`config.mk`:
```
export PLATFORM = sky130hd
export DESIGN_NAME = auth_sequencer_flat
export DESIGN_NICKNAME = d
export VERILOG_FILES = /design/src/rtl/auth_sequencer_if.sv /design/src/rtl/auth_sequencer.sv /design/src/flat_wrapper.sv
export SDC_FILE = /design/constraint.sdc
export NUM_CORES = 1
export LEC_CHECK = 0
export CORE_ASPECT_RATIO = 0.6
export CORE_MARGIN = 1
export CORE_UTILIZATION = 45
export DETAILED_ROUTE_END_ITERATION = 6
export PLACE_DENSITY = 0.76
export SKIP_LAST_GASP = 1
export SYNTH_ARGS = -nofsm -noshare
export SYNTH_HDL_FRONTEND = slang
export SYNTH_SLANG_ARGS = --single-unit
```
`constraint.sdc`:
```
create_clock -name clk -period 1.15 [get_ports clk]
set_input_delay 0.115 -clock clk [delete_from_list [all_inputs] [get_ports clk]]
set_output_delay 0.115 -clock clk [all_outputs]
set_load 0.01 [all_outputs]
```
`src/rtl/auth_sequencer_if.sv`:
```
// Key byte stream between the pin-level decode and the authentication FSM.
// Latency: none, wires only.
// Backpressure: byte_ready from the slave qualifies byte_valid; a byte moves when both are high.
// Signals: byte_in (key byte), byte_valid (byte_in valid), byte_ready (sink can accept).
interface auth_sequencer_if;
  logic [7:0] byte_in;
  logic       byte_valid;
  logic       byte_ready;

  modport master (output byte_in, output byte_valid, input byte_ready);
  modport slave  (input byte_in, input byte_valid, output byte_ready);
endinterface

```
`src/rtl/auth_sequencer.sv`:
```
// Authentication control FSM: collects KEY_BYTES key bytes, compares them
// serially against SECRET, grants/denies, counts failures, enforces lockout.
// Latency: last byte accepted at cycle N -> CHECK at N+1 -> auth_ok/deny at N+2.
// Backpressure: byte_ready is high only in COLLECT; every byte is consumed even after a mismatch.
// Ports: clk, rst_n (async assert, released through a 2-flop synchronizer),
//   start, logout, key_if (byte stream slave), busy, auth_ok, deny, locked,
//   fail_cnt (consecutive failures), state_o (IDLE=0 COLLECT=1 CHECK=2 GRANT=3 DENY=4 LOCKOUT=5).
module auth_sequencer #(
  parameter int                     KEY_BYTES      = 4,
  parameter logic [8*KEY_BYTES-1:0] SECRET         = 32'hA5C3_1E7B,
  parameter int                     MAX_FAIL       = 3,
  parameter int                     LOCK_CYCLES    = 1024,
  parameter int                     TIMEOUT_CYCLES = 256
) (
  input  logic                   clk,
  input  logic                   rst_n,
  input  logic                   start,
  input  logic                   logout,
  auth_sequencer_if.slave        key_if,
  output logic                   busy,
  output logic                   auth_ok,
  output logic                   deny,
  output logic                   locked,
  output logic [2:0]             fail_cnt,
  output logic [2:0]             state_o
);

  typedef enum logic [2:0] {
    S_IDLE    = 3'd0,
    S_COLLECT = 3'd1,
    S_CHECK   = 3'd2,
    S_GRANT   = 3'd3,
    S_DENY    = 3'd4,
    S_LOCKOUT = 3'd5
  } state_t;

  // Counter widths; each counter stops at its limit-1 so it never wraps.
  localparam int IW = (KEY_BYTES      > 1) ? $clog2(KEY_BYTES)      : 1;
  localparam int TW = (TIMEOUT_CYCLES > 1) ? $clog2(TIMEOUT_CYCLES) : 1;
  localparam int LW = (LOCK_CYCLES    > 1) ? $clog2(LOCK_CYCLES)    : 1;

  localparam logic [IW-1:0] IDX_LAST = IW'(KEY_BYTES - 1);
  localparam logic [TW-1:0] TMO_LAST = TW'(TIMEOUT_CYCLES - 1);
  localparam logic [LW-1:0] LCK_LAST = LW'(LOCK_CYCLES - 1);
  localparam logic [2:0]    FAIL_MAX = 3'(MAX_FAIL);

  // Reset asserts asynchronously but releases on a clock edge.
  logic [1:0] rst_sync;
  logic       rst_int_n;

  always_ff @(posedge clk or negedge rst_n) begin
    if (!rst_n) rst_sync <= 2'b00;
    else        rst_sync <= {rst_sync[0], 1'b1};
  end

  assign rst_int_n = rst_sync[1];

  state_t        state, state_nxt;
  logic [IW-1:0] idx, idx_nxt;
  logic          mis, mis_nxt;
  logic [TW-1:0] tmo, tmo_nxt;
  logic [LW-1:0] lck, lck_nxt;
  logic [2:0]    fail_nxt;
  logic [2:0]    fail_inc;
  logic [7:0]    sec_byte;

  // Byte 0 of the key is the most significant byte of SECRET.
  always_comb begin
    sec_byte = 8'h00;
    for (int i = 0; i < KEY_BYTES; i++) begin
      if (idx == IW'(i)) sec_byte = SECRET[8*(KEY_BYTES-1-i) +: 8];
    end
  end

  assign fail_inc = (fail_cnt == 3'd7) ? 3'd7 : fail_cnt + 3'd1;

  always_ff @(posedge clk or negedge rst_int_n) begin
    if (!rst_int_n) begin
      state    <= S_IDLE;
      idx      <= '0;
      mis      <= 1'b0;
      tmo      <= '0;
      lck      <= '0;
      fail_cnt <= 3'd0;
    end else begin
      state    <= state_nxt;
      idx      <= idx_nxt;
      mis      <= mis_nxt;
      tmo      <= tmo_nxt;
      lck      <= lck_nxt;
      fail_cnt <= fail_nxt;
    end
  end

  always_comb begin
    state_nxt = state;
    idx_nxt   = idx;
    mis_nxt   = mis;
    tmo_nxt   = tmo;
    lck_nxt   = lck;
    fail_nxt  = fail_cnt;

    case (state)
      S_IDLE: begin
        if (start) begin
          state_nxt = S_COLLECT;
          idx_nxt   = '0;
          mis_nxt   = 1'b0;
          tmo_nxt   = '0;
        end
      end

      S_COLLECT: begin
        // logout wins over both a same-cycle byte and the idle timeout.
        if (logout) begin
          state_nxt = S_IDLE;
        end else if (key_if.byte_valid) begin
          // Mismatch is only recorded; collection always runs to the last byte.
          mis_nxt = mis | (key_if.byte_in != sec_byte);
          tmo_nxt = '0;
          if (idx == IDX_LAST) begin
            state_nxt = S_CHECK;
            idx_nxt   = '0;
          end else begin
            idx_nxt = idx + 1'b1;
          end
        end else if (tmo == TMO_LAST) begin
          state_nxt = S_DENY;
          tmo_nxt   = '0;
        end else begin
          tmo_nxt = tmo + 1'b1;
        end
      end

      S_CHECK: begin
        if (mis) begin
          state_nxt = S_DENY;
        end else begin
          state_nxt = S_GRANT;
          fail_nxt  = 3'd0;
        end
      end

      S_GRANT: begin
        if (logout) state_nxt = S_IDLE;
      end

      S_DENY: begin
        // The incremented count is visible from the cycle after the deny pulse.
        fail_nxt = fail_inc;
        if (fail_inc == FAIL_MAX) begin
          state_nxt = S_LOCKOUT;
          lck_nxt   = '0;
        end else begin
          state_nxt = S_IDLE;
        end
      end

      S_LOCKOUT: begin
        if (lck == LCK_LAST) begin
          state_nxt = S_IDLE;
          lck_nxt   = '0;
          fail_nxt  = 3'd0;
        end else begin
          lck_nxt = lck + 1'b1;
        end
      end

      default: state_nxt = S_IDLE;
    endcase
  end

  // All status outputs decode the state register only.
  assign key_if.byte_ready = (state == S_COLLECT);
  assign busy              = (state == S_COLLECT) || (state == S_CHECK);
  assign auth_ok           = (state == S_GRANT);
  assign deny              = (state == S_DENY);
  assign locked            = (state == S_LOCKOUT);
  assign state_o           = state;

endmodule

```
`src/flat_wrapper.sv`:
```
// flat-port wrapper written by rule: the top's interface ports become plain ports
module auth_sequencer_flat 
#(
  parameter int                     KEY_BYTES      = 4,
  parameter logic [8*KEY_BYTES-1:0] SECRET         = 32'hA5C3_1E7B,
  parameter int                     MAX_FAIL       = 3,
  parameter int                     LOCK_CYCLES    = 1024,
  parameter int                     TIMEOUT_CYCLES = 256
)
  (clk, rst_n, start, logout, busy, auth_ok, deny, locked, fail_cnt, state_o, key_if_byte_in, key_if_byte_valid, key_if_byte_ready);
  auth_sequencer_if key_if_i ();
  input  logic clk;
  input  logic rst_n;
  input  logic start;
  input  logic logout;
  output logic busy;
  output logic auth_ok;
  output logic deny;
  output logic locked;
  output logic [2:0] fail_cnt;
  output logic [2:0] state_o;
  input wire logic [$bits(key_if_i.byte_in)-1:0] key_if_byte_in;
  input wire logic [$bits(key_if_i.byte_valid)-1:0] key_if_byte_valid;
  output wire logic [$bits(key_if_i.byte_ready)-1:0] key_if_byte_ready;
  assign key_if_i.byte_in = key_if_byte_in;
  assign key_if_i.byte_valid = key_if_byte_valid;
  assign key_if_byte_ready = key_if_i.byte_ready;
  auth_sequencer #(.KEY_BYTES(KEY_BYTES), .SECRET(SECRET), .MAX_FAIL(MAX_FAIL), .LOCK_CYCLES(LOCK_CYCLES), .TIMEOUT_CYCLES(TIMEOUT_CYCLES)) u_core (.clk(clk), .rst_n(rst_n), .start(start), .logout(logout), .key_if(key_if_i), .busy(busy), .auth_ok(auth_ok), .deny(deny), .locked(locked), .fail_cnt(fail_cnt), .state_o(state_o));
endmodule
```
* Yosys cells after proc, flatten, opt, wreduce, memory -nomap -nowiden
Cells that the tools add are included.
Word-level totals: bits in registers 29, output and inout port bits 11, logic and storage cells 79
Cells by class: $add $sub $neg 4, eq/ne operators 22, multiplexer cells 34, bitwise logic cells 1, reductions and logical operators 11
Operator list (count):
- 8-bit 2-to-1 mux | 8
- 3-bit 2-to-1 mux | 11
- 10-bit 2-to-1 mux | 2
- 10-bit case mux with 2 select lines | 1
- 3-bit case mux with 6 select lines | 1
- 8-bit case mux with 2 select lines | 1
- 10-bit by 1-bit adder with 10-bit output, second input constant | 1
- 10-bit equality test, second input constant | 1
- 2-bit != test, second input constant | 5
- 3-bit by 2-bit equality test with 1-bit output, second input constant | 3
- 3-bit equality test, second input constant | 3
- 3-bit case mux with 3 select lines | 1
- 8-bit by 1-bit adder with 8-bit output, second input constant | 1
- 8-bit equality test, second input constant | 1
- 2-bit 2-to-1 mux | 4
- 4-bit by 3-bit != test with 1-bit output, second input constant | 2
- 8-bit != test | 1
- 3-bit AND reduction | 2
- 5-bit AND reduction | 1
- 2-bit equality test, second input constant | 2
- 2-bit by 1-bit != test with 1-bit output, second input constant | 2
- 2-bit case mux with 2 select lines | 1
- 4-bit AND reduction | 1
- 2-bit nonzero test | 2
- 12 further kinds | 14

* Logic depth before layout (Yosys ltp)
depth after elaboration 10, depth in mapped cells 6, depth with buffers taken out 6

* Worst setup path before layout
Ideal clock, no wire load.
path kind reg2reg, start point register u_core.fail_cnt[0], end point register u_core.lck[3], library setup time 0.083 ns, arrival time 1.670 ns, required time 1.067 ns, path slack -0.603 ns, stages on the path, launching flop included 6, path buffers 0, cell sequence dfrtp_1 -> ha_1 -> nor4b_1 -> o21ai_2 -> or4_1 -> o21ai_0
Between the ends: cells in the longest elaborated chain, start to end 5, elaborated cells between the ends (all ways) 6, classes of those cells add/sub (1); eq/ne (3); mux (1); reduce/logical (1)
Ends and longest elaborated chain:
- from (decl) | line auth_sequencer.sv:24 | output logic [2:0] fail_cnt,
- from (signal assigned) | line auth_sequencer.sv:91 | fail_cnt <= fail_nxt;
- 3-bit by 1-bit adder with 3-bit output / 3-bit equality test (equally long branches) | line auth_sequencer.sv:75 | assign fail_inc = (fail_cnt == 3'd7) ? 3'd7 : fail_cnt + 3'd1;
- 3-bit 2-to-1 mux * | line auth_sequencer.sv:75
- 3-bit by 2-bit equality test with 1-bit output * | line auth_sequencer.sv:151 | if (fail_inc == FAIL_MAX) begin
- 2-bit by 1-bit != test with 1-bit output (no line) *
- 2-bit AND reduction (no line) *
- to (signal assigned) | line auth_sequencer.sv:90 | lck <= lck_nxt;
- to (decl) | line auth_sequencer.sv:62 | logic [LW-1:0] lck, lck_nxt;
Mark *: on every way between the ends. The rest lies on a longest branch, timed or not. A chain may end at the register's enable or synchronous reset.

* Final worst setup path
start point register u_core.lck[1], end point register u_core.lck[8]
Between the ends: cells in the longest elaborated chain, start to end 3, elaborated cells between the ends (all ways) 4, classes of those cells add/sub (1); eq/ne (1); mux (2)
Ends and longest elaborated chain:
- 10-bit by 1-bit adder with 10-bit output / 10-bit equality test (equally long branches) | line auth_sequencer.sv:165, auth_sequencer.sv:160
- 10-bit 2-to-1 mux * | line auth_sequencer.sv:160 | if (lck == LCK_LAST) begin
- 10-bit case mux with 2 select lines * | line auth_sequencer.sv:103 | case (state)
Marked as above.

==> results.yml <==
run_status:
  violations: "negative setup slack"
  status: "finished, violations left"
timing:
  timing.final.crit_share_pct: 147
  hold_viol_final: 0
  setup-violations-final: 34
  fmax_mhz: 592
  rsz0062_at_grt: "true"
  post-route-min-period_ns: 1.69
  slew_violations: 0
  clock_skew_ns: 0.00945
  fin_ws_ns: -0.540
  worst_hold_slack_ns: 0.184
pwr:
  peakVddDrop_v: 0.00142
  power_per_cell_area_nw_per_um2: 2250
  power_leakage_nw: 1.51
  power_w: 0.00728
synthesis:
  synth_ff_type: "dfrtp_1"
  synth_fp_nets: 209
  ys_ff_latch: 29
  synth.distinct_cells: 55
  syn_area_sq_um: 1780
  synthArstFlopShare_pct: 100
  syn-instance-count: 188
  synth-warning-count: 0
  synth.avg_cell_area_sq_um: 9.45
  synth-edff-count: 0
  yosysSeqAreaShare_pct: 40.8
floorplanning:
  dieArea_sq_um: 4210
  io_pins: 24
  start_util_pct: 47.7
  die_h_um: 50.7
  core_sq_um: 3720
  num_rows: 17
  die_w_um: 83.1
route:
  drtPass1Iterations: 5
  ant_nets: 0
  avgRoutedWirePerCell_um: 20.2
  drtIter0Drc: 221
  wl_um: 7300
  num_vias: 2158
  vias_per_cell: 5.98
  drcViolationCount: 0
clock_tree:
  htreeDepth: 2
  numCtsBuffers: 5
  cts_sinks: 29
  clk_pin_slew_worst_paths_ns: 0.07
  worst_skew_pair.late_latency_ns: 0.29
  cts_tree: "built"
  cts.path.max_buffers: 2
  root_buffer: "clkbuf_8"
global_routing:
  grt_max_degree: 19
  grt_use_total_pct: 31.8
  antenna_found_initial: 0
  grt_pass1_wl_um: 10300
  grt_pass1_vias: 2091
  grt_overflow_total: 0
critical_path:
  crit_path_end_kind: "flop"
  path_max_fanout: 3
  critPathRequiredTime_ns: 1.32
  cpPeakStageDelay_ns: 0.40
  cp.arrival_ns: 1.86
  start_kind: "flop"
  path_class: "flop to flop"
  startpoint: "u_core.lck[1]$_DFFE_PN0P_"
  reg2reg_from: "u_core.lck[1]$_DFFE_PN0P_"
  cp_slowest_cell: "dfrtp_1"
  path_cells: "ha_2 -> buf_4 -> nand3_1 -> nor3_4 -> a311oi_2 -> a41o_1"
final_layout:
  layout_commonest_cell: "buf_4"
  post_route_cells_drive_above_1_share_pct: 57.6
  synthToLayoutAreaGrowth_pct: 81.8
  layout_common_cells: "74 x buf_4, 28 x buf_6, 24 x dfrtp_1"
  final_nets: 334
  antennaDiodeCount: 0
job:
  cap_violations: 0
placed_design:
  place.gp.congestion: 0.851
  hpwl_um: 3660
  post-place-ws_ns: -0.474
  numPortBuffers: 23
hold_path:
  hold_path.class: "flop to async pin"
[layer usage]
| metal | up-vias | wire (um) | GRT usage [%] |
|---|---|---|---|
| li1 | 950 | - | - |
| met5 | - | 0 | 0 |
| met1 | 1061 | 3130 | 42.0 |
| met4 | 0 | 218 | 10.1 |
| met2 | 125 | 3390 | 51.8 |
| met3 | 22 | 553 | 8.06 |
[final cells by class]
cell class / instances / area [sq um]
multi-input cells: 144 / 1270
repair buffers: 122 / 1040
flip-flops and latches: 29 / 732
fillers: 180 / 493
clock buffers: 5 / 68.8
well taps: 47 / 58.8
inverters: 11 / 48.8
clock inverters: 3 / 17.5
[cell families (layout without fill, tap and decap cells)]
group	count (synthesis)	after routing	share of synthesized area, %
multiplexers	2	2	1.20
XOR/XNOR	5	5	2.46
buffers and inverters	15	141	3.80
adder cells (fa/ha/maj)	8	8	5.63
flip-flops	29	29	40.8
AO/OA/AOI/OAI	53	53	19.7
AND/OR/NAND/NOR	75	75	26.1
other	1	1	0.211
[state kept, by name (all words and copies together), names as in the netlist]
register and cells:
u_core.tmo 8, u_core.lck 10, u_core.state_o 3, u_core.fail_cnt 3
u_core.rst_sync 2, u_core.mis 1, u_core.idx 2
[worst max-delay path, delay by kind of cell (launching register included)]
kind / cells / cell delay [ns]
buffers and inverters: 1 / 0.13
and+or+nand+nor: 2 / 0.45
adders and majority gates: 1 / 0.23
DFF: 1 / 0.40
AOI/OAI and AO/OA: 2 / 0.37
[Yosys cell counts (2+ instances only)]
master | count | area [sq um]
a21oi_1 | 13 | 65.1
a22o_1 | 4 | 35.0
and2_1 | 3 | 18.8
and3_1 | 2 | 12.5
buf_2 | 2 | 10.0
dfrtp_1 | 29 | 726
ha_1 | 8 | 100
inv_1 | 10 | 37.5
nand2_1 | 14 | 52.6
nand2b_1 | 6 | 37.5
nand3_1 | 7 | 35.0
nand4_1 | 3 | 18.8
nor2_1 | 12 | 45.0
nor3_1 | 4 | 20.0
nor3b_1 | 2 | 15.0
nor4_1 | 2 | 12.5
o21ai_0 | 17 | 85.1
o21ba_2 | 2 | 20.0
o31ai_1 | 4 | 30.0
or3_1 | 2 | 12.5
or4_1 | 4 | 30.0
xnor2_1 | 5 | 43.8
[report_power, final]
part | internal, W | switching (W) | leakage (nW) | total [W]
Sequential | 0.00132 | 0.000357 | 0.376 | 0.00167
Combinational | 0.00263 | 0.00212 | 1.09 | 0.00475
Clock | 0.000417 | 0.000437 | 0.0439 | 0.000854
Total | 0.00436 | 0.00292 | 1.51 | 0.00728
[worst paths after layout]
path,depth (start not counted),slack (ns),endpoint
max reg2reg,6,-0.54,u_core.lck[8]$_DFFE_PN0P_
min in group clk,0,0.37,u_core.rst_sync[1]$_DFF_PN0_
min reg2reg,1,0.18,u_core.fail_cnt[2]$_DFFE_PN0P_
max,6,-0.54,u_core.lck[8]$_DFFE_PN0P_
max in group asynchronous,2,0.48,u_core.rst_sync[1]$_DFF_PN0_
min,1,0.18,u_core.fail_cnt[2]$_DFFE_PN0P_
[repair_timing]
item,in CTS,in global routing
resized for setup,97,30
buffers inserted,19,12
endpoints found under the hold margin,1,0
pin swaps,25,15
endpoints found under the setup margin,38,35
hold buffers,1,0
[metrics by stage]
stage	std cells	area (sq um)	setup TNS [ns]	utilization, %
after floorplan	188	1920	-6.95	-
after global placement	324	2680	-11.92	72.1
after detailed placement	324	2680	-12.62	72.1
after CTS	352	3070	-11.12	82.6
after global routing	361	3230	-14.53	86.8
final	361	3230	-13.16	86.8
No activity file was read; power rests on OpenSTA's default activity.
